$ cat src/rtl/crossbar1x4_ctrl.sv
// Packet scheduler for the 1-to-4 crossbar output stage with per-port credit flow control.
// Define XBAR_CTRL_STATS_EN to add per-port packet counters and an input stall counter.
module crossbar1x4_ctrl #(
    parameter int WIDTH   = 320,
    parameter int CREDITS = 4
) (
    input  logic             clk,
    input  logic             rst,
    input  logic             in_valid,
    output logic             in_ready,
    input  logic [WIDTH-1:0] in_data,
    input  logic [1:0]       in_dest,
    input  logic             in_last,
    output logic [WIDTH-1:0] xb_data,
    output logic [1:0]       xb_sel,
    output logic [3:0]       xb_valid,
    input  logic [3:0]       credit_ret,
    output logic             busy,
    output logic             cred_err
`ifdef XBAR_CTRL_STATS_EN
    ,
    output logic [15:0]      pkt_cnt0,
    output logic [15:0]      pkt_cnt1,
    output logic [15:0]      pkt_cnt2,
    output logic [15:0]      pkt_cnt3,
    output logic [15:0]      stall_cnt
`endif
);

    typedef enum logic {
        IDLE,
        PKT
    } state_t;

    localparam logic [3:0] CRED_MAX = 4'(CREDITS);

    state_t          state;
    state_t          state_nxt;
    logic [1:0]      cur;
    logic [1:0]      tgt;
    logic            accept;
    logic [3:0][3:0] credit;
    logic [3:0][3:0] credit_nxt;
    logic            err_set;

    // Once a packet is locked, in_dest is ignored until its last beat.
    assign tgt      = (state == PKT) ? cur : in_dest;
    assign in_ready = rst && (credit[tgt] != 4'd0);
    assign accept   = in_valid && in_ready;
    assign busy     = (state == PKT);

    always_comb begin
        state_nxt = state;
        if (accept) begin
            case (state)
                IDLE:    if (!in_last) state_nxt = PKT;
                PKT:     if (in_last)  state_nxt = IDLE;
                default: state_nxt = IDLE;
            endcase
        end
    end

    always_ff @(posedge clk or negedge rst) begin
        if (!rst) begin
            state <= IDLE;
            cur   <= 2'd0;
        end else begin
            state <= state_nxt;
            if (state == IDLE && accept) cur <= in_dest;
        end
    end

    // A simultaneous take and return cancel out; a return at full credit is flagged, not counted.
    always_comb begin
        err_set    = 1'b0;
        credit_nxt = credit;
        for (int p = 0; p < 4; p++) begin
            if (accept && (tgt == 2'(p)) && !credit_ret[p]) begin
                credit_nxt[p] = credit[p] - 4'd1;
            end else if (!(accept && (tgt == 2'(p))) && credit_ret[p]) begin
                if (credit[p] == CRED_MAX) err_set = 1'b1;
                else                       credit_nxt[p] = credit[p] + 4'd1;
            end
        end
    end

    always_ff @(posedge clk or negedge rst) begin
        if (!rst) begin
            credit   <= {4{CRED_MAX}};
            cred_err <= 1'b0;
        end else begin
            credit <= credit_nxt;
            if (err_set) cred_err <= 1'b1;
        end
    end

    always_ff @(posedge clk or negedge rst) begin
        if (!rst) begin
            xb_data  <= '0;
            xb_sel   <= 2'd0;
            xb_valid <= 4'd0;
        end else begin
            xb_valid <= 4'd0;
            if (accept) begin
                xb_data  <= in_data;
                xb_sel   <= tgt;
                xb_valid <= 4'b0001 << tgt;
            end
        end
    end

`ifdef XBAR_CTRL_STATS_EN
    logic [3:0][15:0] pkt_cnt;
    logic [15:0]      stall_q;

    always_ff @(posedge clk or negedge rst) begin
        if (!rst) begin
            pkt_cnt <= '0;
            stall_q <= 16'd0;
        end else begin
            if (accept && in_last) pkt_cnt[tgt] <= pkt_cnt[tgt] + 16'd1;
            if (in_valid && !in_ready) stall_q <= stall_q + 16'd1;
        end
    end

    assign pkt_cnt0  = pkt_cnt[0];
    assign pkt_cnt1  = pkt_cnt[1];
    assign pkt_cnt2  = pkt_cnt[2];
    assign pkt_cnt3  = pkt_cnt[3];
    assign stall_cnt = stall_q;
`endif

endmodule

$ cat config.mk
export PLATFORM = sky130hd
export DESIGN_NAME = crossbar1x4_ctrl
export DESIGN_NICKNAME = d
export VERILOG_FILES = /design/src/rtl/crossbar1x4_ctrl.sv
export SDC_FILE = /design/constraint.sdc
export NUM_CORES = 1
export LEC_CHECK = 0
export BUFFER_PORTS_ARGS = -buffer_cell sky130_fd_sc_hd__buf_2
export CAP_MARGIN = 20
export CORE_AREA = 5 5 256 258
export CTS_CLUSTER_DIAMETER = 120
export CTS_CLUSTER_SIZE = 30
export DETAILED_ROUTE_END_ITERATION = 10
export DIE_AREA = 0 0 261 263
export GPL_ROUTABILITY_DRIVEN = 0
export GPL_TIMING_DRIVEN = 0
export SETUP_SLACK_MARGIN = 0.5
export SYNTH_ARGS = -nofsm -noshare
export SYNTH_HDL_FRONTEND = slang
export SYNTH_SLANG_ARGS = --single-unit
$ cat constraint.sdc
create_clock -name clk -period 2.7 [get_ports clk]
set_input_delay 0.405 -clock clk [delete_from_list [all_inputs] [get_ports clk]]
set_output_delay 0.405 -clock clk [all_outputs]
set_load 0.02 [all_outputs]
# ---- Yosys cells after proc, flatten, opt, wreduce, memory -nomap -nowiden
# Index checks and enable logic that the tools add are counted.
dict set report word_totals {
  input_bits 330
  output_inout_bits 329
  reg_bits 346
  word_cells 94
}
dict set report classes {
  n_lt_le_gt_ge 1
  bitwise 1
  eq_ne 11
  shift 1
  addsub 8
  reduce_logical 33
  n_mux 29
}
# op count
set ops {}
lappend ops {{two-way mux 4 bit} 14}
lappend ops {{adder 4 x 1 -> 4 bit (second input constant)} 4}
lappend ops {{equality test 4 x 3 -> 1 bit (second input constant)} 4}
lappend ops {{subtractor 4 x 1 -> 4 bit (second input constant)} 4}
lappend ops {{logical AND 1 bit} 15}
lappend ops {{two-way mux 1 bit} 13}
lappend ops {{binary-select mux 4 bit (select 2 bit)} 1}
lappend ops {{zero test 1 bit} 8}
lappend ops {{inequality test 2 bit (second input constant)} 4}
lappend ops {{AND reduction 2 bit} 4}
lappend ops {{nonzero test 2 bit} 4}
lappend ops {{equality test 2 bit (second input constant)} 2}
lappend ops {{nonzero test 4 bit} 1}
lappend ops {{<< shifter 1 x 2 -> 4 bit (first input constant)} 1}
lappend ops {{less-than comparator 2 x 3 -> 1 bit (second input constant)} 1}
lappend ops {{equality test 2 x 1 -> 1 bit (second input constant)} 1}
lappend ops {{zero test 2 bit} 1}
lappend ops {{two-way mux 2 bit} 1}
lappend ops {{inverter 1 bit} 1}

# ---- Depth between registers and ports, before layout
# Gate-level depths: netlist (run 1).
dict set report depth {
  word_depth 20
  mapped_depth 11
  ltp_nobuf 10
}

# ---- Worst setup path after synthesis (run 1)
# OpenSTA, ideal clock, no wires.
dict set report synth_path {
  path_kind {register to register}
  from {reg state, in the netlist busy}
  to {reg credit[3] (netlist name)}
  synth_period_minus_slack_ns 2.882
  path_slack_ns -0.182
  required_time_ns 2.575
  stages_incl_launch_ff 12
  arrival_ns 2.757
  setup_time_ns 0.125
  path_buffers 1
  path_cell_list {dfrtp_1 > buf_2 > mux2i_2 > nor2b_1 > nand3_1 > inv_1 > ha_1 > ha_1 > a21o_1 > a21oi_1 > mux2i_1 > mux2_2}
}
dict set report synth_via {
  elab_chain_cells 11
  elab_cells_between_ends 15
  classes_between {eq/ne: 1; mux: 4; reduce/logical: 10}
}
# item line
set synth_lines {}
lappend synth_lines {{from (decl)} 37} ;# state_t state;
lappend synth_lines {{from (signal assigned)} 68} ;# state <= state_nxt;
lappend synth_lines {{two-way mux 2 bit (*)} 47} ;# assign tgt = (state == PKT) ? cur : in_dest;
lappend synth_lines {{binary-select mux 4 bit (select 2 bit)} 48} ;# assign in_ready = rst && (credit[tgt] != 4'd0);
lappend synth_lines {{two-way mux 4 bit (implied by the code)} 48}
lappend synth_lines {{nonzero test 4 bit} 48}
lappend synth_lines {{logical AND 1 bit} 48}
lappend synth_lines {{logical AND 1 bit} 49} ;# assign accept = in_valid && in_ready;
lappend synth_lines {{logical AND 1 bit (*)} {78, 80}}
lappend synth_lines {{zero test 1 bit} 80} ;# end else if (!(accept && (tgt == 2'(p))) && credit_ret[p]) begin
lappend synth_lines {{logical AND 1 bit} 80}
lappend synth_lines {{nonzero test 2 bit (no source line)} --}
lappend synth_lines {{AND reduction 2 bit (no source line)} --}
lappend synth_lines {{to (signal assigned)} 89} ;# credit <= {4{CRED_MAX}};
lappend synth_lines {{to (signal assigned)} 92} ;# credit <= credit_nxt;
lappend synth_lines {{to (decl)} 42} ;# logic [3:0][3:0] credit;
# Mark *: on every way between the ends. The rest lies on a longest branch, timed or not. The select of a mux whose other input is x is not followed.
# A chain may end at the register's enable or synchronous reset.

# ---- Final worst setup path (run 1)
dict set report layout_path {
  from {reg state, in the netlist busy}
  to {reg credit[15] (netlist name)}
}
# The elaborated chain is that of the path after synthesis.

==> impl_metrics.env, run 1 <==
export IMPL_crit_arrival_ns=3.10
export IMPL_port_buffers=658
export IMPL_fin_crit_sh_pct=98.5
export IMPL_instances_no_fill=2477
export IMPL_first_pass_iters=4
export IMPL_timing_slew_headroom_pct=52.7
export IMPL_drv_cap=0
export IMPL_synth_ff_type="dfrtp_1"
export IMPL_cts_tree="yes"
export IMPL_wl_microns=52100
export IMPL_grt_first_pass_wirelength_microns=71200
export IMPL_ir_drop_uv=666
export IMPL_crit_fanout=4
export IMPL_start_util_pct=21.8
export IMPL_fin_nets=1972
export IMPL_die_area_sq_um=68600
export IMPL_dp_hpwl_microns=36300
export IMPL_ys_ff_latch=346
export IMPL_drc=0
export IMPL_syn_cell_area_sq_um=13700
export IMPL_cp_end_kind="flip-flop"
export IMPL_drv_slew=0
export IMPL_fin_area_sq_um=22200
export IMPL_yosys_warnings=0
export IMPL_boundaryPins=659
export IMPL_antenna_found_initial=4
export IMPL_globalRoute_totalOverflow=0
export IMPL_synth_edf_count=0
export IMPL_cts_sinks=346
export IMPL_first_iter_violations=401
export IMPL_worst_pin_slew_ns=0.709
export IMPL_crit_path_top_delay_cell="dfrtp_2"
export IMPL_required_ns=3.14
export IMPL_yosysUniqueCellTypes=31
export IMPL_htreeDepth=1
export IMPL_dpl_cell_area_sq_um=19400
export IMPL_syn_inst=848
export IMPL_vias_per_cell=4.08
export IMPL_finClkSkew_ns=0.0340
export IMPL_grt_setup_unrepaired="true"
export IMPL_p_leak_nw=11.6
export IMPL_p_per_area_nw_per_um2=1340
export IMPL_grt_pass1_vias=10800
export IMPL_cpMostUsedCell="ha_4"
export IMPL_total_power_mw=29.8
export IMPL_die_w_microns=261
export IMPL_min_period_ns=2.66
export IMPL_layout_common_cells="657 x buf_2, 341 x dfrtp_1, 278 x mux2_4"
export IMPL_async_flop_share_pct=100
export IMPL_path_cells="buf_6, mux2_4, mux2i_4, and3_4, ha_4, ha_4, a21o_1, a21oi_2, mux2i_1, mux2_2"
export IMPL_dp_cells=2354
export IMPL_clkTransAtPathRegs_ns=0.10
export IMPL_crit_path_start_kind="flip-flop"
export IMPL_crit_type="reg2reg"
export IMPL_rows=92
export IMPL_synth_seq_area_share_pct=63.3
export IMPL_clockRootBuffer="clkbuf_16"
export IMPL_wl_per_cell_microns=21.0
export IMPL_grt_usage_pct=13.4
export IMPL_final_core_util_pct=35.3
export IMPL_hold_ws_ns=0.0697
export IMPL_status="completed"
export IMPL_min_path_type="in2reg"
export IMPL_coreArea_sq_um=62700
export IMPL_ant_nets=0
export IMPL_syn_num_nets=1198
export IMPL_clk_latency_ns=0.55
export IMPL_finalSetupViolCount=0
export IMPL_areaGrowthSynthToFinish_pct=62.1
export IMPL_cts_buffer_depth=3
export IMPL_final_common_cell="buf_2"
export IMPL_die_h_microns=263
export IMPL_hold_viol_final=0
export IMPL_fmax_mhz=376
export IMPL_vias=10100
export IMPL_drive_above_1_share_pct=72.8
export IMPL_avgSynthCellArea_sq_um=16.1
export IMPL_max_stage_delay_ns=0.42
export IMPL_cts_buffers=16
export IMPL_grt_max_degree=122
export IMPL_fill_cells=6042
[through the flow]
step,setup slack (ns),setup TNS (ns)
floorplan,0.0450,0
global placement,-6.73,-4081.41
detailed placement,-1.26,-284.80
CTS,0.0349,0
global route,-0.0726,-0.290
finish,0.0401,0
[area by class of cell]
type | instances | area, sq um | area share (%)
clock inverters | 4 | 82.6 | 0.372
well taps | 846 | 1060 | 4.77
flip-flops and latches | 346 | 8660 | 39.1
multi-input cells | 445 | 5900 | 26.6
diodes | 3 | 7.51 | 0.0339
repair buffers | 756 | 5220 | 23.6
inverters | 21 | 78.8 | 0.356
plain buffers | 36 | 722 | 3.26
clock buffers | 20 | 437 | 1.97
[where the power goes]
group	switching, mW	internal (mW)	leakage [nW]	total [mW]
Combinational	8.00	9.09	7.31	17.1
Sequential	1.72	7.85	4.07	9.57
Clock	1.79	1.30	0.251	3.09
[metal layers]
layer	track usage (%)	wire, microns	up-vias
li1	-	-	4513
met1	15.4	20400	5144
met2	24.9	26600	386
met3	3.48	3760	51
met4	2.66	1290	2
met5	0	13	-
[kinds of logic (layout without fill, tap and decap cells)]
logic type	count (synthesis)	after routing	share of synthesized area (%)
other	0	3	0
flip-flops	346	346	63.3
AND/OR/NAND/NOR	52	52	1.86
XOR/XNOR	4	4	0.256
multiplexers	338	338	27.8
buffers and inverters	57	837	3.31
AO/OA/AOI/OAI	31	31	1.37
adder cells (fa/ha/maj)	20	20	2.05
[synthesized netlist by cell type (all sizes together), types with 5 or more instances]
cell / count / area (sq um)
a21o: 5 / 37.5
a21oi: 5 / 25.0
and3: 6 / 37.5
buf: 36 / 374
dfrtp: 342 / 8560
ha: 16 / 200
inv: 21 / 78.8
mux2: 326 / 3670
mux2i: 12 / 131
nand2: 12 / 45.0
nor2: 14 / 52.6
o21ai: 16 / 80.1
[flip-flops by register name, indices dropped and copies added, names as in the netlist]
signal / flops
busy: 1
cur: 2
xb_data: 320
xb_valid: 4
xb_sel: 2
cred_err: 1
credit: 16
[what timing repair did]
action | 4_1_cts | 5_1_grt
endpoints found under the setup margin | 340 | 340
setup buffers | 22 | 21
hold endpoints to repair | 112 | 0
pin swaps | 5 | 16
hold buffers | 11 | 0
cloned | 18 | 24
resized for setup | 46 | 46
[worst max-delay path: cells and delay by family, from the launching register on]
kind | cells | cell delay (ns)
AO/OA/AOI/OAI | 2 | 0.31
adder cells (fa/ha/maj) | 2 | 0.38
buffers and inverters | 1 | 0.14
flip-flops | 1 | 0.42
multiplexers | 4 | 1.09
AND/OR/NAND/NOR | 1 | 0.21
[path summary, 6_finish.rpt]
path | from | to | slack [ns] | cells after the start
setup / recovery | busy | credit[15] | 0.04 | 10
hold / removal | in_data[0] | xb_data[0] | 0.07 | 2
setup reg to reg | busy | credit[15] | 0.04 | 10
hold reg to reg | xb_data[0] | xb_data[0] | 0.50 | 1
max in group asynchronous | rst | busy | 1.36 | 3
min in group asynchronous | rst | xb_data[74] | 0.61 | 3
Power figures use the tool's default switching activity.
==> run 2: changes to the inputs <==
--- a/config.mk
+++ b/config.mk
@@ -14,7 +14,9 @@
 export DIE_AREA = 0 0 261 263
 export GPL_ROUTABILITY_DRIVEN = 0
 export GPL_TIMING_DRIVEN = 0
+export PLACE_DENSITY_LB_ADDON = 0.15
 export SETUP_SLACK_MARGIN = 0.5
 export SYNTH_ARGS = -nofsm -noshare
 export SYNTH_HDL_FRONTEND = slang
 export SYNTH_SLANG_ARGS = --single-unit
+export TNS_END_PERCENT = 5
==> run 2 against run 1 <==
Effect of this change:
- flip-flop and latch count did not move
- register-to-register slack worse by 0.05 ns
- via count shrank 2.9%
- die area stayed put
- fmax down 1.8%
- setup slack lost 0.049 ns
- count of clock-buffer cells in the layout fell by 3
- the run now ends with negative setup slack left
- non-clock buffer count shrank 36
- global-route usage grew 0.065 points
==> impl_metrics.env, run 2 (same netlist as run 1, synthesis figures left out) <==
export IMPL_ir_drop_uv=461
export IMPL_die_h_microns=263
export IMPL_dpl_cell_area_sq_um=18300
export IMPL_antenna_found_initial=7
export IMPL_first_pass_iters=4
export IMPL_status="finished with violations"
export IMPL_htreeDepth=1
export IMPL_cts_buffers=16
export IMPL_setup_ws_ns=-0.00932
export IMPL_areaGrowthSynthToFinish_pct=52.0
export IMPL_rows=92
export IMPL_cts_buffer_depth=3
export IMPL_first_iter_violations=321
export IMPL_boundaryPins=659
export IMPL_grt_setup_unrepaired="true"
export IMPL_grt_usage_pct=13.4
export IMPL_grt_max_degree=110
export IMPL_finClkSkew_ns=0.0288
export IMPL_crit_fanout=6
export IMPL_switching_share_pct=40.1
export IMPL_min_path_type="in2async"
export IMPL_p_leak_nw=10.5
export IMPL_crit_arrival_ns=3.14
export IMPL_required_ns=3.13
export IMPL_violations="negative setup slack"
export IMPL_p_per_area_nw_per_um2=1290
export IMPL_dp_cells=2355
export IMPL_globalRoute_totalOverflow=0
export IMPL_clkPwrFrac_pct=11.5
export IMPL_vias=9799
export IMPL_fin_crit_sh_pct=100
export IMPL_largest_reg_flops=320
export IMPL_die_area_sq_um=68600
export IMPL_crit_path_start_kind="flip-flop"
export IMPL_cp_end_kind="flip-flop"
export IMPL_ant_nets=0
export IMPL_finalSetupViolCount=1
export IMPL_port_buffers=658
export IMPL_pwr_share_seq_pct=34.4
export IMPL_power_switching_mw=10.8
export IMPL_fmax_mhz=369
export IMPL_dp_hpwl_microns=36400
export IMPL_drc=0
export IMPL_clk_latency_ns=0.55
export IMPL_cts_tree="yes"
export IMPL_drv_cap=0
export IMPL_grt_pass1_vias=10500
export IMPL_top_register="xb_data"
export IMPL_layout_common_cells="656 x buf_2, 341 x dfrtp_1, 162 x mux2_4"
export IMPL_cts_sinks=346
export IMPL_dp_slack_ns=-1.34
export IMPL_p_int_mw=16.1
export IMPL_drv_slew=0
export IMPL_hold_viol_final=0
export IMPL_timing_slew_headroom_pct=51.7
export IMPL_p_comb_share_pct=54.0
export IMPL_start_util_pct=21.8
export IMPL_die_w_microns=261
export IMPL_fin_area_sq_um=20800
export IMPL_coreArea_sq_um=62700
export IMPL_wl_microns=49900
export IMPL_clockRootBuffer="clkbuf_16"
export IMPL_grt_first_pass_wirelength_microns=70900
export IMPL_crit_type="reg2reg"
export IMPL_wl_per_cell_microns=20.4
export IMPL_fin_nets=1936
export IMPL_clkTransAtPathRegs_ns=0.12
export IMPL_reg_largest_list="xb_data x320, credit x16, xb_valid x4"
export IMPL_worst_pin_slew_ns=0.722
export IMPL_drive_above_1_share_pct=64.5
export IMPL_final_common_cell="buf_2"
export IMPL_vias_per_cell=4.02
export IMPL_instances_no_fill=2440
export IMPL_min_period_ns=2.71
-- run 2: cell count changes in the layout (fill, tap and decap cells not counted), moves of 3 or more --
cell / delta
o21ai_1: +3
clkbuf_16: -19
inv_4: +3
dlygate4sd3_1: +3
buf_16: -7
mux2_4: -116
buf_4: -3
bufbuf_16: -5
mux2_1: +118
clkbuf_1: -3
buf_12: -6
inv_2: -3
-- run 2: final timing paths --
path,depth (start not counted),end,startpoint,slack [ns]
setup reg to reg,10,credit[11],busy,-0.009
hold / removal,3,xb_data[103],rst,0.04
min in group clk,2,xb_data[297],in_data[297],0.05
setup / recovery,10,credit[11],busy,-0.009
max in group asynchronous,4,xb_data[226],rst,1.40
hold reg to reg,1,xb_data[97],xb_data[97],0.50
-- run 2: critical path, cell delays in order (launching register included) --
cell     delay, ns
dfrtp_2       0.42
buf_6         0.14
mux2_4        0.34
mux2i_4       0.20
and3_4        0.20
ha_4          0.17
ha_4          0.20
a21o_1        0.16
a21oi_2       0.15
mux2i_1       0.26
mux2_2        0.36
-- run 2: final cells by class --
cell class,instances,area (sq um)
fill,6429,41900
sequential,346,8660
multi-input combinational,445,5450
timing repair buffer,720,4310
tap,846,1060
buffer,36,707
clock buffer,17,425
inverter,21,86.3
clock inverter,5,80.1
antenna,4,10.0
-- run 2: metal layers --
metal	track usage (%)	wire length (microns)	vias up	share of wire (%)
li1	-	-	4438	-
met4	2.36	647	6	1.3
met3	3.41	3440	33	6.9
met1	14.8	18600	5039	37
met2	26.0	27100	283	54
met5	0	46	-	0.092
-- run 2: power groups by stage --
stage / clock network (mW) / registers, mW / logic [mW]
6_report: 3.10 / 9.24 / 14.5
4_1_cts: 3.30 / 9.22 / 13.5
3_5_place_dp: 0 / 9.25 / 12.0
5_1_grt: 3.46 / 9.60 / 15.4
3_3_place_gp: 0 / 9.19 / 11.9
2_1_floorplan: 0 / 12.4 / 4.17
-- run 2: through the flow --
step           power [mW]  utilization, %  hold slack (ns)  setup TNS [ns]
4_1_cts              26.0            32.0          0.00726        -0.00361
5_1_grt              28.4            33.1           0.0196          -0.276
3_5_place_dp         21.3            29.2            0.377         -298.89
6_report             26.9            33.1           0.0388        -0.00932
3_3_place_gp         21.1            29.0            0.469        -4498.91
2_1_floorplan        16.5               -            0.109               0
-- run 2: timing repair --
item,4_1_cts,5_1_grt
hold buffers,12,3
gates resized for setup,160,118
hold endpoints to repair,78,1
gates cloned,9,5
setup buffers,19,10
setup endpoints to repair,340,340
pin swaps,26,20
==> run 3: changes to the inputs <==
--- a/config.mk
+++ b/config.mk
@@ -14,8 +14,8 @@
 export DIE_AREA = 0 0 261 263
 export GPL_ROUTABILITY_DRIVEN = 0
 export GPL_TIMING_DRIVEN = 0
-export PLACE_DENSITY_LB_ADDON = 0.15
-export SETUP_SLACK_MARGIN = 0.5
+export PLACE_DENSITY = 0.57
+export SLEW_MARGIN = 10
 export SYNTH_ARGS = -nofsm -noshare
 export SYNTH_HDL_FRONTEND = slang
 export SYNTH_SLANG_ARGS = --single-unit
==> run 3 against run 2 <==
Effect of this change:
- the run now ends clean
- routed wire length is 11% lower
- non-clock buffer count is 24 lower
- fmax is 2.4% higher
- design area is 7.4% lower
- clock power is 5% lower
- die area stayed put
- count of clock-buffer cells in the layout stayed put
- critical endpoint is now credit[15]
- highest routed layer is now met4
==> impl_metrics.env, run 3 (same netlist as run 1, synthesis figures left out) <==
export IMPL_status="completed"
export IMPL_drc=0
export IMPL_clk_latency_ns=0.53
export IMPL_final_common_cell="buf_2"
export IMPL_vias=9541
export IMPL_worst_pin_slew_ns=0.609
export IMPL_finalSetupTns_ns=0
export IMPL_hold_viol_final=0
export IMPL_cts_sinks=346
export IMPL_first_iter_violations=304
export IMPL_vias_per_cell=3.94
export IMPL_wl_microns=44100
export IMPL_die_h_microns=263
export IMPL_min_path_type="in2reg"
export IMPL_htreeDepth=1
export IMPL_min_period_ns=2.65
export IMPL_crit_type="reg2reg"
export IMPL_grt_max_degree=105
export IMPL_required_ns=3.13
export IMPL_die_area_sq_um=68600
export IMPL_fin_area_sq_um=19300
export IMPL_grt_pass1_vias=10600
export IMPL_clkTransAtPathRegs_ns=0.12
export IMPL_p_per_area_nw_per_um2=1250
export IMPL_cts_buffers=16
export IMPL_ant_nets=0
export IMPL_drv_slew=0
export IMPL_drive_above_1_share_pct=53.0
export IMPL_p_leak_nw=9.29
export IMPL_regToRegSetupSlack_ns=0.05
export IMPL_fill_cells=6375
export IMPL_crit_path_start_kind="flip-flop"
export IMPL_die_w_microns=261
export IMPL_total_power_mw=24.0
export IMPL_rows=92
export IMPL_grt_setup_unrepaired="true"
export IMPL_grt_first_pass_wirelength_microns=65500
export IMPL_cts_tree="yes"
export IMPL_boundaryPins=659
export IMPL_start_util_pct=21.8
export IMPL_clockRootBuffer="clkbuf_16"
export IMPL_first_pass_iters=4
export IMPL_cp_end_kind="flip-flop"
export IMPL_port_buffers=658
export IMPL_top_register="xb_data"
export IMPL_wl_per_cell_microns=18.2
export IMPL_cts_buffer_depth=3
export IMPL_crit_arrival_ns=3.08
export IMPL_dp_hpwl_microns=34800
export IMPL_fmax_mhz=378
export IMPL_finClkSkew_ns=0.0237
export IMPL_finalSetupViolCount=0
export IMPL_fin_crit_sh_pct=98.0
export IMPL_fin_nets=1912
export IMPL_drv_cap=0
export IMPL_globalRoute_totalOverflow=0
export IMPL_crit_fanout=6
export IMPL_timing_slew_headroom_pct=59.4
export IMPL_reg_largest_list="xb_data x320, credit x16, xb_valid x4"
export IMPL_dpl_cell_area_sq_um=18200
export IMPL_coreArea_sq_um=62700
export IMPL_areaGrowthSynthToFinish_pct=40.8
export IMPL_grt_usage_pct=12.1
export IMPL_largest_reg_flops=320
export IMPL_antenna_found_initial=10
export IMPL_ir_drop_uv=651
export IMPL_layout_common_cells="661 x buf_2, 341 x dfrtp_1, 279 x mux2_1"
## run 3: cell count changes in the layout (fill, tap and decap cells not counted), moves of 5 or more
cell,delta
mux2_4,-161
mux2_1,+159
buf_12,-38
buf_6,+25
o21ai_0,+12
o21ai_1,-10
buf_2,+5
clkbuf_16,-5
diode_2,+5
## run 3: stage by stage
step / instances / utilization, % / hold WS (ns) / worst slack [ns]
global placement: 2352 / 28.9 / 0.469 / -6.72
CTS: 2406 / 30.5 / 0.000377 / 0.00593
finish: 2421 / 30.7 / 0.0617 / 0.0547
floorplan: 848 / - / 0.109 / -0.00825
global route: 2419 / 30.7 / 0.0217 / -0.0368
detailed placement: 2355 / 29.1 / 0.411 / -0.943
## run 3: per-layer routing
metal	vias to the layer above	global-route usage [%]	part of all wire (%)
li1	4380	-	-
met1	4792	13.7	37
met2	324	22.9	53
met3	45	2.67	6.9
met4	0	3.18	2.4
met5	-	0	0
## run 3: where the power goes
| group | leakage (nW) | total [mW] | internal [mW] | switching [mW] |
|---|---|---|---|---|
| Clock | 0.230 | 2.93 | 1.19 | 1.74 |
| Combinational | 4.99 | 11.8 | 4.84 | 6.99 |
| Sequential | 4.07 | 9.29 | 7.84 | 1.45 |
## run 3: worst paths after layout
check,start,endpoint,depth (start not counted)
setup reg to reg,busy,credit[15],9
hold reg to reg,xb_data[25],xb_data[25],1
setup / recovery,busy,credit[15],9
hold / removal,in_data[84],xb_data[84],2
min in group asynchronous,rst,xb_data[66],4
max in group asynchronous,rst,xb_data[268],4
## run 3: worst max-delay path, cell delays in order, from the launching register on
cell and delay [ns]:
dfrtp_2 0.48, mux2_4 0.37, mux2i_4 0.21, and3_4 0.20
ha_4 0.16, ha_1 0.27, a21o_1 0.16, a21oi_2 0.14
mux2i_1 0.20, mux2_2 0.34
## run 3: area by class of cell
| cell class | count | area (sq um) | area share [%] |
|---|---|---|---|
| timing repair buffer | 697 | 3790 | 19.7 |
| clock inverter | 5 | 55.1 | 0.286 |
| buffer | 35 | 369 | 1.92 |
| sequential | 346 | 8660 | 45.0 |
| clock buffer | 17 | 425 | 2.21 |
| multi-input combinational | 445 | 4800 | 24.9 |
| inverter | 21 | 78.8 | 0.409 |
| antenna | 9 | 22.5 | 0.117 |
| tap | 846 | 1060 | 5.49 |
## run 3: what timing repair did
action / CTS / global route
pin swaps: 5 / 12
gates cloned: 1 / 0
gates resized for setup: 13 / 8
buffers inserted: 17 / 7
endpoints found under the setup margin: 327 / 10
hold buffers: 12 / 0
hold endpoints to repair: 67 / 0
